--- src/rtl/sram_dump_streamer_pkg.sv ---
// Shared definitions for the SRAM dump streamer.
//   - default address / length widths
//   - serial command code for the DUMP command
//   - state encodings for the dump engine and the UART byte sender
package sram_dump_streamer_pkg;

  localparam int DUMP_ADDR_W = 13;
  localparam int DUMP_LEN_W  = 14;  // must hold 2^ADDR_W

  // Serial command code that selects the bulk dump.
  localparam logic [7:0] CMD_DUMP = 8'h08;

  typedef enum logic [2:0] {
    S_IDLE,
    S_RAM_REQ,
    S_RAM_SKIP,
    S_RAM_WAIT,
    S_TX,
    S_CSUM,
    S_DONE
  } dump_state_e;

  typedef enum logic [1:0] {
    TX_IDLE,
    TX_REQ,
    TX_LOW,
    TX_HIGH
  } tx_state_e;

endpackage

--- src/rtl/sram_dump_streamer_if.sv ---
// Bundle of the command, SRAM-driver and UART-tx signals of the dump streamer.
//   master : the streamer (drives busy/done, ram_start/re/address, tx_start/data)
//   slave  : the environment (command decoder, sram_driver, uart_tx)
interface sram_dump_streamer_if
  import sram_dump_streamer_pkg::*;
#(
  parameter int ADDR_W = DUMP_ADDR_W,
  parameter int LEN_W  = DUMP_LEN_W
) ();
  // command side
  logic              go;
  logic [ADDR_W-1:0] start_addr;
  logic [LEN_W-1:0]  length;
  logic              abort;
  logic              busy;
  logic              done;
  // sram_driver side
  logic              ram_ready;
  logic              ram_start;
  logic              ram_re;
  logic [ADDR_W-1:0] ram_address;
  logic [7:0]        ram_data_read;
  // uart_tx side
  logic              tx_ready;
  logic              tx_start;
  logic [7:0]        tx_data;

  modport master (
    input  go, start_addr, length, abort, ram_ready, ram_data_read, tx_ready,
    output busy, done, ram_start, ram_re, ram_address, tx_start, tx_data
  );

  modport slave (
    output go, start_addr, length, abort, ram_ready, ram_data_read, tx_ready,
    input  busy, done, ram_start, ram_re, ram_address, tx_start, tx_data
  );
endinterface

--- src/rtl/sram_dump_streamer_tx.sv ---
// tx_byte_sender: one-byte handshake with uart_tx.
//   clk_i, reset_i : clock, synchronous active-high reset
//   send_i         : pulse to start sending the byte held on tx_data
//   sent_o         : pulse once uart_tx has gone busy and returned to ready
//   tx_ready_i     : uart_tx ready flag
//   tx_start_o     : one-cycle start strobe to uart_tx
module tx_byte_sender
  import sram_dump_streamer_pkg::*;
(
  input  logic clk_i,
  input  logic reset_i,
  input  logic send_i,
  output logic sent_o,
  input  logic tx_ready_i,
  output logic tx_start_o
);

  tx_state_e state_q, state_d;

  always_ff @(posedge clk_i) begin
    if (reset_i) state_q <= TX_IDLE;
    else         state_q <= state_d;
  end

  // uart_tx drops ready up to two cycles after start, so TX_LOW waits for the
  // fall without re-strobing; only then is a rising ready a real completion.
  always_comb begin
    state_d    = state_q;
    tx_start_o = 1'b0;
    sent_o     = 1'b0;
    unique case (state_q)
      TX_IDLE: if (send_i) state_d = TX_REQ;
      TX_REQ:  if (tx_ready_i) begin
                 tx_start_o = 1'b1;
                 state_d    = TX_LOW;
               end
      TX_LOW:  if (!tx_ready_i) state_d = TX_HIGH;
      TX_HIGH: if (tx_ready_i) begin
                 sent_o  = 1'b1;
                 state_d = TX_IDLE;
               end
      default: state_d = TX_IDLE;
    endcase
  end

endmodule

--- src/rtl/sram_dump_streamer.sv ---
// sram_dump_streamer: reads `length` consecutive SRAM bytes from `start_addr`
// through sram_driver and streams each to uart_tx, optionally followed by an
// 8-bit additive checksum of the bytes sent.
//   clk_i, reset_i : clock, synchronous active-high reset
//   bus (master)   : go/start_addr/length/abort/busy/done command handshake,
//                    ram_* sram_driver handshake, tx_* uart_tx handshake
module sram_dump_streamer
  import sram_dump_streamer_pkg::*;
#(
  parameter int ADDR_W   = DUMP_ADDR_W,
  parameter int LEN_W    = DUMP_LEN_W,
  parameter int CHECKSUM = 1
) (
  input  logic           clk_i,
  input  logic           reset_i,
  sram_dump_streamer_if.master bus
);

  dump_state_e       state_q, state_d;
  logic [ADDR_W-1:0] addr_q, addr_d;
  logic [LEN_W-1:0]  cnt_q, cnt_d;
  logic [7:0]        data_q, data_d;
  logic [7:0]        csum_q, csum_d;
  logic              abort_q, abort_d;
  logic              csum_ph_q, csum_ph_d;  // the byte in TX is the checksum
  logic              ram_start;
  logic              send, sent;

  always_ff @(posedge clk_i) begin
    if (reset_i) begin
      state_q   <= S_IDLE;
      addr_q    <= '0;
      cnt_q     <= '0;
      data_q    <= '0;
      csum_q    <= '0;
      abort_q   <= 1'b0;
      csum_ph_q <= 1'b0;
    end else begin
      state_q   <= state_d;
      addr_q    <= addr_d;
      cnt_q     <= cnt_d;
      data_q    <= data_d;
      csum_q    <= csum_d;
      abort_q   <= abort_d;
      csum_ph_q <= csum_ph_d;
    end
  end

  always_comb begin
    state_d   = state_q;
    addr_d    = addr_q;
    cnt_d     = cnt_q;
    data_d    = data_q;
    csum_d    = csum_q;
    csum_ph_d = csum_ph_q;
    abort_d   = abort_q | (bus.abort && state_q != S_IDLE);
    ram_start = 1'b0;
    send      = 1'b0;
    unique case (state_q)
      S_IDLE: begin
        abort_d   = 1'b0;
        csum_ph_d = 1'b0;
        if (bus.go) begin
          if (bus.length != '0) begin
            addr_d  = bus.start_addr;
            cnt_d   = bus.length;
            csum_d  = '0;
            state_d = S_RAM_REQ;
          end else begin
            state_d = S_DONE;  // empty dump: just acknowledge
          end
        end
      end
      S_RAM_REQ: if (bus.ram_ready) begin
        ram_start = 1'b1;
        state_d   = S_RAM_SKIP;
      end
      // sram_driver still shows the stale ready flag for one cycle after start
      S_RAM_SKIP: state_d = S_RAM_WAIT;
      S_RAM_WAIT: if (bus.ram_ready) begin
        data_d  = bus.ram_data_read;
        csum_d  = csum_q + bus.ram_data_read;
        send    = 1'b1;
        state_d = S_TX;
      end
      S_TX: if (sent) begin
        if (csum_ph_q) begin
          state_d = S_DONE;
        end else begin
          cnt_d  = cnt_q - 1'b1;
          addr_d = addr_q + 1'b1;  // wraps at 2^ADDR_W
          if (cnt_q == LEN_W'(1) || abort_q || bus.abort)
            state_d = (CHECKSUM != 0) ? S_CSUM : S_DONE;
          else
            state_d = S_RAM_REQ;
        end
      end
      S_CSUM: begin
        data_d    = csum_q;
        csum_ph_d = 1'b1;
        send      = 1'b1;
        state_d   = S_TX;
      end
      S_DONE:  state_d = S_IDLE;
      default: state_d = S_IDLE;
    endcase
  end

  tx_byte_sender u_tx (
    .clk_i      (clk_i),
    .reset_i    (reset_i),
    .send_i     (send),
    .sent_o     (sent),
    .tx_ready_i (bus.tx_ready),
    .tx_start_o (bus.tx_start)
  );

  assign bus.busy        = state_q inside {S_RAM_REQ, S_RAM_SKIP, S_RAM_WAIT, S_TX, S_CSUM};
  assign bus.done        = (state_q == S_DONE);
  assign bus.ram_re      = bus.busy;
  assign bus.ram_start   = ram_start;
  assign bus.ram_address = addr_q;
  assign bus.tx_data     = data_q;

endmodule
--- src/flat_wrapper.sv ---
// flat-port wrapper written by rule: the top's interface ports become plain ports
module sram_dump_streamer_flat import sram_dump_streamer_pkg::*;
#(
  parameter int ADDR_W   = DUMP_ADDR_W,
  parameter int LEN_W    = DUMP_LEN_W,
  parameter int CHECKSUM = 1
)
  (clk_i, reset_i, bus_go, bus_start_addr, bus_length, bus_abort, bus_ram_ready, bus_ram_data_read, bus_tx_ready, bus_busy, bus_done, bus_ram_start, bus_ram_re, bus_ram_address, bus_tx_start, bus_tx_data);
  sram_dump_streamer_if #(.ADDR_W(ADDR_W), .LEN_W(LEN_W)) bus_i ();
  input  logic clk_i;
  input  logic reset_i;
  input wire logic [$bits(bus_i.go)-1:0] bus_go;
  input wire logic [$bits(bus_i.start_addr)-1:0] bus_start_addr;
  input wire logic [$bits(bus_i.length)-1:0] bus_length;
  input wire logic [$bits(bus_i.abort)-1:0] bus_abort;
  input wire logic [$bits(bus_i.ram_ready)-1:0] bus_ram_ready;
  input wire logic [$bits(bus_i.ram_data_read)-1:0] bus_ram_data_read;
  input wire logic [$bits(bus_i.tx_ready)-1:0] bus_tx_ready;
  output wire logic [$bits(bus_i.busy)-1:0] bus_busy;
  output wire logic [$bits(bus_i.done)-1:0] bus_done;
  output wire logic [$bits(bus_i.ram_start)-1:0] bus_ram_start;
  output wire logic [$bits(bus_i.ram_re)-1:0] bus_ram_re;
  output wire logic [$bits(bus_i.ram_address)-1:0] bus_ram_address;
  output wire logic [$bits(bus_i.tx_start)-1:0] bus_tx_start;
  output wire logic [$bits(bus_i.tx_data)-1:0] bus_tx_data;
  assign bus_i.go = bus_go;
  assign bus_i.start_addr = bus_start_addr;
  assign bus_i.length = bus_length;
  assign bus_i.abort = bus_abort;
  assign bus_i.ram_ready = bus_ram_ready;
  assign bus_i.ram_data_read = bus_ram_data_read;
  assign bus_i.tx_ready = bus_tx_ready;
  assign bus_busy = bus_i.busy;
  assign bus_done = bus_i.done;
  assign bus_ram_start = bus_i.ram_start;
  assign bus_ram_re = bus_i.ram_re;
  assign bus_ram_address = bus_i.ram_address;
  assign bus_tx_start = bus_i.tx_start;
  assign bus_tx_data = bus_i.tx_data;
  sram_dump_streamer #(.ADDR_W(ADDR_W), .LEN_W(LEN_W), .CHECKSUM(CHECKSUM)) u_core (.clk_i(clk_i), .reset_i(reset_i), .bus(bus_i));
endmodule
--- config.mk ---
export PLATFORM = sky130hd
export DESIGN_NAME = sram_dump_streamer_flat
export DESIGN_NICKNAME = d
export VERILOG_FILES = /design/src/rtl/sram_dump_streamer_pkg.sv /design/src/rtl/sram_dump_streamer_if.sv /design/src/rtl/sram_dump_streamer_tx.sv /design/src/rtl/sram_dump_streamer.sv /design/src/flat_wrapper.sv
export SDC_FILE = /design/constraint.sdc
export NUM_CORES = 1
export LEC_CHECK = 0
export ABC_AREA = 1
export ABC_CLOCK_PERIOD_IN_PS = 4200
export CAP_MARGIN = 40
export CORE_MARGIN = 2
export CORE_UTILIZATION = 40
export CTS_CLUSTER_DIAMETER = 100
export DETAILED_ROUTE_END_ITERATION = 8
export GPL_TIMING_DRIVEN = 0
export PLACE_DENSITY = 0.63
export SLEW_MARGIN = 10
export SYNTH_ARGS = -nofsm -noshare
export SYNTH_HDL_FRONTEND = slang
export SYNTH_SLANG_ARGS = --single-unit
--- constraint.sdc ---
create_clock -name clk_i -period 4.2 [get_ports clk_i]
set_input_delay 0.84 -clock clk_i [delete_from_list [all_inputs] [get_ports clk_i]]
set_output_delay 0.84 -clock clk_i [all_outputs]
set_load 0.03 [all_outputs]
After elaboration in Yosys (flattened, before gate mapping)
Index checks and enable logic that the tools add are counted.

Bits in registers: 50. Latch bits: 0. Memory bits (writable): 0. Memory bits (read-only): 0. Input port bits: 41. Output and inout bits: 26. Logic and storage cells: 86. Memories kept: 0.

Add/sub/neg operators: 3. $mul: 0. Div/mod/pow operators: 0. $lt $le $gt $ge: 0. Eq/ne operators: 20. Shift-type cells: 0. Multiplexer cells: 36. Bitwise logic cells: 1. Reduce and logical (&&, ||, !) cells: 18.

Operators by type and width (number): 14-bit 2-to-1 mux (4); 13-bit 2-to-1 mux (4); 8-bit 2-to-1 mux (4); 8-bit case mux with 2 select lines (2); 14-bit case mux with 2 select lines (1); 13-bit case mux with 2 select lines (1); 3-bit 2-to-1 mux (7); 3-bit case mux with 6 select lines (1); 14-bit by 1-bit equality test with 1-bit output (second input constant) (1); 2-bit inequality test (second input constant) (7); 14-bit nonzero test (1); 14-bit by 1-bit subtractor with 14-bit output (second input constant) (1); 13-bit by 1-bit adder with 13-bit output (second input constant) (1); 4-bit AND reduction (3); 3-bit equality test (second input constant) (3); 8-bit adder (1); 2-bit 2-to-1 mux (4); 2-bit case mux with 4 select lines (1); 2-bit nonzero test (4); 3-bit by 2-bit equality test with 1-bit output (second input constant) (2); 2-bit by 1-bit inequality test with 1-bit output (second input constant) (3); 1-bit 2-to-1 mux (5); 5-bit AND reduction (1); 5-bit nonzero test (1); 12 further kinds (15).

Logic depth before layout (Yosys ltp)
Gate-level depths: netlist of the first run.

Depth after elaboration: 7. Gate-level depth with buffers: 11. Gate-level depth less buffers: 11.

By module
From an unflattened synthesis of the first run, not the netlist that was laid out.

Cells, all modules: 570. Area total of the unflattened synthesis: 3477.1 µm².

By module, submodules not included: sram_dump_streamer (instances 1, cells an instance 534, area each 3249.4 µm², seq. area each 960.9 µm²); tx_byte_sender (instances 1, cells an instance 36, area each 227.7 µm², seq. area each 40.0 µm²).

Worst setup path after synthesis of the first run
OpenSTA, ideal clock, no wires.

Path kind: register to output. From: reg u_core.state_q[1]. To: out bus_ram_re. Arrival: 1404 ps. Required time: 3360 ps. Slack: 1956 ps. Stages on the path, launching flop included: 6. Buffers on the path: 1. Path through: dfxtp_1 -> nor2_2 -> inv_1 -> nor2_2 -> a21oi_1 -> buf_4.

Longest elaborated chain between the ends: 2. Elaborated cells between the ends (all ways): 6. Those cells by class: 5 x eq/ne; 1 x reduce/logical.

Ends and longest elaborated chain: start, declared (RTL line sram_dump_streamer.sv:19) `dump_state_e state_q, state_d;`; start signal, assigned (RTL line sram_dump_streamer.sv:39) `state_q <= state_d;`; 3-bit by 1-bit equality test with 1-bit output (tied with other cells) (RTL line sram_dump_streamer.sv:118) `assign bus.busy = state_q inside {S_RAM_REQ, S_RAM_SKIP, S_RAM_WAIT, S_TX, S_CSUM};`; 5-bit nonzero test * (RTL line sram_dump_streamer.sv:118); end, declared (RTL line flat_wrapper.sv:22) `output wire logic [$bits(bus_i.ram_re)-1:0] bus_ram_re;`.

Every way passes the cells marked *; elsewhere a longest branch is shown, timed or not.

Worst setup path after layout of the first run
From: in bus_ram_ready. To: out bus_ram_start.

Longest elaborated chain between the ends: 2.

Ends and longest elaborated chain: start, declared (RTL line flat_wrapper.sv:16) `input wire logic [$bits(bus_i.ram_ready)-1:0] bus_ram_ready;`; 1-bit 2-to-1 mux (RTL line sram_dump_streamer.sv:74) `S_RAM_REQ: if (bus.ram_ready) begin`; 1-bit 2-to-1 mux (RTL line sram_dump_streamer.sv:59) `unique case (state_q)`; end, declared (RTL line flat_wrapper.sv:21) `output wire logic [$bits(bus_i.ram_start)-1:0] bus_ram_start;`.

Every way passes these cells.

==> metrics.yaml, run 1 <==
final_layout:
  area_growth_pct: 27.4
  n_fill_cell: 843
  postLayoutCellArea_sq_um: 4310
  drive_gt1_frac: 0.0605
  final_cells: 733
  fin_nets: 684
  diodes: 0
worst_hold_path:
  hp-class: "flip-flop to flip-flop"
placed_design:
  place_congestion: 0.874
  place_area_sq_um: 4160
  place.port_buffers: 65
  dp.final_hpwl_mm: 7.74
  place_inst: 725
global_routing:
  grt-ovfl-total: 0
  grt_pass1_vias: 3576
  use_met2: 0.392
  antenna_found_initial: 0
  use_met3: 0.0384
  grt_max_degree: 16
  top_usage_layer: "met2"
  grt_pass1_wl_mm: 16.9
  grt_usage: 0.234
  use_met1: 0.304
timing:
  tightestPinTransition_ps: 669
  max_freq_ghz: 0.330
  rsz0062_at_grt: "no"
  min_period_ps: 3030
  setup_tns_ps: 0
  finClkSkew_ps: 13.1
  hold_viol: 0
  finalCritPeriodShare: 0.722
  setup_viol: 0
  relSlewSlack: 0.554
  slew_viol_final: 0
  hold_slack_ps: 472
power:
  max-vdd-ir-drop_mv: 0.240
  p_per_area_nw_per_um2: 504
  leakagePower_nw: 1.93
synth:
  netlist_area_sq_um: 3380
  synth_most_common_cell: "nand2_1"
  avgSynthCellArea_sq_um: 6.09
  synth.area.top_cells: "dfxtp_1 (30%), nand2_1 (17%), nor2_1 (10%), a21oi_1 (6.1%), ha_1 (5.6%)"
  ys.flop_type: "dfxtp_1"
  synth.mux.area_fraction: 0
  synth_commonest_cells: "nand2_1 (152), nor2_1 (94), dfxtp_1 (50), inv_1 (50), a21oi_1 (41)"
  yosysTopAreaCell: "dfxtp_1"
  synth_compound_gate_area_share: 0.141
  synth.distinct_cells: 28
  ys_seq_elements: 50
  synth-simple-area-share: 0.400
  synth_top_area_frac: 0.296
  synth-async-reset-ratio: 0
  synth_fp_nets: 612
  yosysWarnings: 0
  synthCells: 555
  yosysSeqAreaShare: 0.296
  synth_top_family_by_area: "simple AND/OR/NAND/NOR gates"
  synth_xor_area_frac: 0.0104
  synth_adder_area_share: 0.0614
  synth_edf_count: 0
clock_tree:
  clk_pin_slew_ps: 90
  clk_latency_ps: 310
  h-tree-depth: 2
  clockBufferDepth: 2
  clkSinkCount: 50
  cts_made_buffers: 5
  postCtsHoldBufs: 0
  post-cts-setup-buffer-count: 0
  root_buffer: "clkbuf_8"
  cts_resized: 0
  cts_tree: "done"
route:
  ant_nets: 0
  wl_mm: 10.4
  drc_errors: 0
  dr.pass1.iters: 4
  wire_per_inst_microns: 14.2
  num_vias: 3794
  drt_iter0_markers: 184
  routed_via_density: 5.18
floorplanning:
  chipHeight_microns: 95.9
  core_sq_um: 8220
  fp-row-count: 33
  initial_utilization: 0.411
  die-area_sq_um: 9200
  die_w_microns: 95.9
  io_pins: 67
worst_setup_path:
  cp_data_required_time_ps: 3360
  cpMostUsedCell: "clkdlybuf4s50_1"
  worstSetupPathType: "primary input to output pin"
  crit_fanout: 3
  critical_path.top_delay_family: "buffers and inverters"
  path_cells: "clkdlybuf4s50_1 > inv_1 > nor2_1 > clkdlybuf4s50_1"
  cp_data_arrival_time_ps: 2190
  cp-start-kind: "primary input"
  max_stage_delay_ps: 680
  cp.buffers_inverters: 3
  end_kind: "output pin"
  cp_slowest_cell: "clkdlybuf4s50_1"
flow_run:
  cap_violations: 0
run_status:
  status: "complete, no violations"
[where the power goes]
part           internal (mW)  total (mW)  switching, mW
Sequential             0.570       0.668         0.0981
Clock                  0.254       0.434          0.179
Combinational          0.394        1.07          0.672
[state kept, by name, summed over array words and instances (netlist names)]
signal                  count
u_core.abort_q              1
u_core.bus.ram_address     13
u_core.bus.tx_data          8
u_core.cnt_q               14
u_core.csum_ph_q            1
u_core.csum_q               8
u_core.state_q              3
u_core.u_tx.state_q         2
[layer usage]
metal | vias up | wire length (microns)
met5 | - | 0
met4 | 0 | 206
met3 | 19 | 656
met2 | 114 | 4700
met1 | 1715 | 4820
li1 | 1946 | -
[cell usage in the layout (no fill, tap or decap), types with 4 or more instances in the layout]
| master | netlist | layout |
|---|---|---|
| nand2_1 | 152 | 152 |
| nor2_1 | 94 | 94 |
| clkdlybuf4s50_1 | 0 | 65 |
| inv_1 | 50 | 50 |
| dfxtp_1 | 50 | 50 |
| a21oi_1 | 41 | 41 |
| nand3_1 | 37 | 37 |
| o21ai_0 | 36 | 36 |
| ha_1 | 15 | 15 |
| nand4_1 | 12 | 12 |
| clkbuf_1 | 9 | 9 |
| or2_2 | 9 | 9 |
| a31oi_1 | 7 | 7 |
| nor3_1 | 6 | 6 |
| buf_4 | 6 | 6 |
| clkbuf_8 | 0 | 6 |
| buf_2 | 5 | 5 |
| nand3b_1 | 4 | 4 |
| xnor2_1 | 4 | 4 |
[final cells by class]
class	count	area, sq um	area share
multi-input combinational	432	2070	0.481
sequential	50	1000	0.232
timing repair buffer	65	651	0.151
inverter	52	195	0.0453
tap	105	131	0.0305
buffer	21	115	0.0267
clock buffer	6	82.6	0.0192
clock inverter	2	60.1	0.0139
[per-stage QoR]
| step | utilization | setup slack, ps | power (mW) |
|---|---|---|---|
| 2_1_floorplan | - | 1960 | 1.39 |
| 3_3_place_gp | 0.507 | 1170 | 1.72 |
| 3_5_place_dp | 0.507 | 1170 | 1.73 |
| 4_1_cts | 0.524 | 1160 | 2.17 |
| 5_1_grt | 0.524 | 1090 | 2.34 |
| 6_report | 0.524 | 1170 | 2.17 |
[kinds of logic after synthesis]
| family | Yosys count |
|---|---|
| and+or+nand+nor | 321 |
| adders and majority gates | 16 |
| DFF | 50 |
| xor gates and xnor gates | 4 |
| buffers and inverters | 73 |
| AOI/OAI and AO/OA | 91 |
[worst paths after layout]
kind,slack [ps],start,cells past startpoint,end
worst max-delay path,1170,bus_ram_ready,4,bus_ram_start
worst min register to register,470,u_core.cnt_q[13],2,u_core.cnt_q[13]
worst min-delay path,470,u_core.cnt_q[13],2,u_core.cnt_q[13]
worst max register to register,2390,u_core.u_tx.state_q[0],9,u_core.cnt_q[3]
[worst reg2reg max path, stage by stage (launching register included)]
cell and delay (ps):
dfxtp_1 390, ha_1 200, nand2_1 100, nand3_1 140
nand2_1 80, nor2_2 160, nand2_2 120, buf_4 200
o21ai_0 200, a21oi_1 90
Note: power is estimated with default switching activity, not from simulation.
==> run 2: changes to the inputs <==
--- a/config.mk
+++ b/config.mk
@@ -6,14 +6,14 @@
 export NUM_CORES = 1
 export LEC_CHECK = 0
 export ABC_AREA = 1
-export ABC_CLOCK_PERIOD_IN_PS = 4200
+export ABC_CLOCK_PERIOD_IN_PS = 2750
 export CAP_MARGIN = 40
 export CORE_MARGIN = 2
 export CORE_UTILIZATION = 40
 export CTS_CLUSTER_DIAMETER = 100
 export DETAILED_ROUTE_END_ITERATION = 8
 export GPL_TIMING_DRIVEN = 0
-export PLACE_DENSITY = 0.63
+export PLACE_DENSITY = 0.66
 export SLEW_MARGIN = 10
 export SYNTH_ARGS = -nofsm -noshare
 export SYNTH_HDL_FRONTEND = slang
==> constraint.sdc (replaced) <==
create_clock -name clk_i -period 2.75 [get_ports clk_i]
set_input_delay 0.55 -clock clk_i [delete_from_list [all_inputs] [get_ports clk_i]]
set_output_delay 0.55 -clock clk_i [all_outputs]
set_load 0.03 [all_outputs]
==> run 2 against run 1 <==
Effect of this change: first-iteration DRC count is 9.8% higher; critical path depth increased by 2; utilization down 0.38 points; sequential share of layout area up 0.17 points; design area down 0.73%; cell count unchanged; hold slack better by 9.2 ps; via count is 0.11% higher; total power grew 46%; worst setup slack got worse by 940 ps; largest cell class unchanged.
==> metrics.yaml, run 2 (synthesis results as in run 1) <==
route:
  num_vias: 3798  # +0.11%
  ant_nets: 0  # unchanged
  drc_errors: 0  # unchanged
  dr.pass1.iters: 5  # +1
  wire_per_inst_microns: 13.9  # -1.9%
  wl_mm: 10.2  # -1.9%
  routed_via_density: 5.18  # +0.11%
  drt_iter0_markers: 202  # +9.8%
global_routing:
  grt-ovfl-total: 0  # unchanged
  grt_max_degree: 15  # -1
  grt_pass1_wl_mm: 16.8  # -0.57%
  antenna_found_initial: 0  # unchanged
  grt_usage: 0.232  # -0.00250
  grt_pass1_vias: 3591  # +0.42%
power:
  leakagePower_nw: 1.91  # -0.55%
  max-vdd-ir-drop_mv: 0.633  # +160%
  p_per_area_nw_per_um2: 739  # +47%
worst_setup_path:
  crit_fanout: 5  # +2
  worstSetupStartpoint: "u_core.state_q[1]"
  cp_data_arrival_time_ps: 1970  # -220 ps
  cpMostUsedCell: "nor2_2"
  worstReg2RegEnd: "u_core.cnt_q[3]"
  rrSetupSlack_ps: 980  # -1410 ps
  cp_data_required_time_ps: 2200  # -1160 ps
  end_kind: "output pin"
  worstSetupPathType: "flip-flop to output pin"
  max_stage_delay_ps: 650  # -30 ps
  cp_slowest_cell: "clkdlybuf4s50_1"
  rr_startpoint: "u_core.u_tx.state_q[0]"
  path_cells: "nor2_2 > inv_1 > nor2_2 > a21oi_1 > buf_4 > clkdlybuf4s50_1"
  cp-endpoint: "bus_ram_re"
  cp-start-kind: "flip-flop"
  rr_worst_depth: 9  # unchanged
timing:
  min_period_ps: 2520
  max_freq_ghz: 0.396
  relSlewSlack: 0.585  # +0.0315
  rsz0062_at_grt: "no"
  setup_tns_ps: 0  # unchanged
  finClkSkew_ps: 7.63  # -5.47 ps
  finalCritPeriodShare: 0.917
  slew_viol_final: 0  # unchanged
  hold_viol: 0  # unchanged
  setup_viol: 0  # unchanged
  tightestPinTransition_ps: 622  # -47.2 ps
  fin_ws_ps: 228  # -939 ps
final_layout:
  layout_common_cells: "nand2_1 (152), nor2_1 (94), clkdlybuf4s50_1 (65), inv_1 (50), dfxtp_1 (50)"
  diodes: 0  # unchanged
  fin_nets: 684  # unchanged
  largest_reg_flops: 14  # unchanged
  final_common_cell: "nand2_1"
  utilization: 0.520  # -0.00381
  drive_gt1_frac: 0.0621  # +0.00159
  n_fill_cell: 890  # +5.6%
  area_growth_pct: 26.4
  regMostFlops: "u_core.cnt_q"
  postLayoutCellArea_sq_um: 4270  # -0.73%
flow_run:
  cap_violations: 0  # unchanged
clock_tree:
  clk_pin_slew_ps: 90  # about the same
  root_buffer: "clkbuf_8"
  cts_made_buffers: 5  # unchanged
  clk_latency_ps: 310  # about the same
  postCtsHoldBufs: 0  # unchanged
  h-tree-depth: 2  # unchanged
  post-cts-setup-buffer-count: 0  # unchanged
  clockBufferDepth: 2  # unchanged
  clkSinkCount: 50  # unchanged
  cts_tree: "done"
  cts_resized: 0  # unchanged
floorplanning:
  chipHeight_microns: 95.9  # unchanged
  die_w_microns: 95.9  # unchanged
  die-area_sq_um: 9200  # unchanged
  initial_utilization: 0.411  # unchanged
  fp-row-count: 33  # unchanged
  core_sq_um: 8220  # unchanged
  io_pins: 67  # unchanged
placed_design:
  place.port_buffers: 65  # unchanged
  place_congestion: 0.895  # +2.5%
  dp.final_hpwl_mm: 7.66  # -1.1%
  place_area_sq_um: 4160  # unchanged
  dp_slack_ps: 259  # -911 ps
run_status:
  status: "complete, no violations"
worst_hold_path:
  hp-class: "flip-flop to flip-flop"
## run 2: cell types whose count changed in the layout (fill, tap and decap cells not counted)
cell,delta
clkbuf_8,+2
clkbuf_1,-1
bufinv_16,-2
clkbuf_2,+1
## run 2: routing by layer
layer,vias up,global-route usage,share of wire
met4,0,0.0690,0.021
met5,-,0,0
li1,1932,-,-
met3,14,0.0337,0.063
met1,1725,0.295,0.45
met2,127,0.405,0.47
## run 2: how the worst min path moves through the flow
stage	cells past startpoint	endpoint	start
2_1_floorplan	2	u_core.cnt_q[13]	u_core.cnt_q[13]
3_3_place_gp	2	u_core.cnt_q[13]	u_core.cnt_q[13]
3_5_place_dp	2	u_core.cnt_q[13]	u_core.cnt_q[13]
4_1_cts	2	u_core.cnt_q[13]	u_core.cnt_q[13]
5_1_grt	2	u_core.cnt_q[13]	u_core.cnt_q[13]
6_report	2	u_core.cnt_q[13]	u_core.cnt_q[13]
## run 2: critical path, delay by kind of cell, from the launching register on
kind / cells / cell delay [ps]
buffers and inverters: 3 / 880
flip-flops: 1 / 440
AO/OA/AOI/OAI: 1 / 190
AND/OR/NAND/NOR: 2 / 150
## run 2: layout make-up
type	instances	area, sq um	area share
Buffer	21	116	0.0272
Clock buffer	8	110	0.0258
Inverter	52	195	0.0457
Multi-Input combinational cell	432	2070	0.484
Sequential cell	50	1000	0.234
Tap cell	105	131	0.0307
Timing Repair Buffer	65	651	0.152
## run 2: stage by stage
stage	power [mW]	instances	hold WS, ps
3_3_place_gp	2.62	725	448
4_1_cts	3.16	733	484
6_report	3.16	733	481
3_5_place_dp	2.64	725	470
2_1_floorplan	2.12	555	439
5_1_grt	3.42	733	505
## run 2: power breakdown
| part | internal (mW) | leakage, nW | switching [mW] |
|---|---|---|---|
| clock | 0.255 | 0.0575 | 0.254 |
| combinational | 0.605 | 1.45 | 1.02 |
| sequential | 0.871 | 0.409 | 0.150 |
==> run 3: changes to the inputs <==
--- a/config.mk
+++ b/config.mk
@@ -6,14 +6,14 @@
 export NUM_CORES = 1
 export LEC_CHECK = 0
 export ABC_AREA = 1
-export ABC_CLOCK_PERIOD_IN_PS = 2750
-export CAP_MARGIN = 40
+export ABC_CLOCK_PERIOD_IN_PS = 3200
+export CAP_MARGIN = 30
 export CORE_MARGIN = 2
 export CORE_UTILIZATION = 40
 export CTS_CLUSTER_DIAMETER = 100
 export DETAILED_ROUTE_END_ITERATION = 8
 export GPL_TIMING_DRIVEN = 0
-export PLACE_DENSITY = 0.66
+export PLACE_DENSITY = 0.63
 export SLEW_MARGIN = 10
 export SYNTH_ARGS = -nofsm -noshare
 export SYNTH_HDL_FRONTEND = slang
==> constraint.sdc (replaced) <==
create_clock -name clk_i -period 3.2 [get_ports clk_i]
set_input_delay 0.64 -clock clk_i [delete_from_list [all_inputs] [get_ports clk_i]]
set_output_delay 0.64 -clock clk_i [all_outputs]
set_load 0.03 [all_outputs]
==> results of run 3 <==
Same layout as run 1 (identical final DEF). Status: complete, no violations.
Main changes from that run: setup slack after placement 1170 ps -> 569 ps; clock-pin slew on the worst setup and hold paths 90 ps -> 100 ps; setup slack after layout 1170 ps -> 425 ps; start point of the critical path bus_ram_ready -> u_core.state_q[0]; register-to-register setup slack 2390 ps -> 1390 ps; total power 2.17 mW -> 2.85 mW; worst IR drop on VDD 0.240 mV -> 0.315 mV
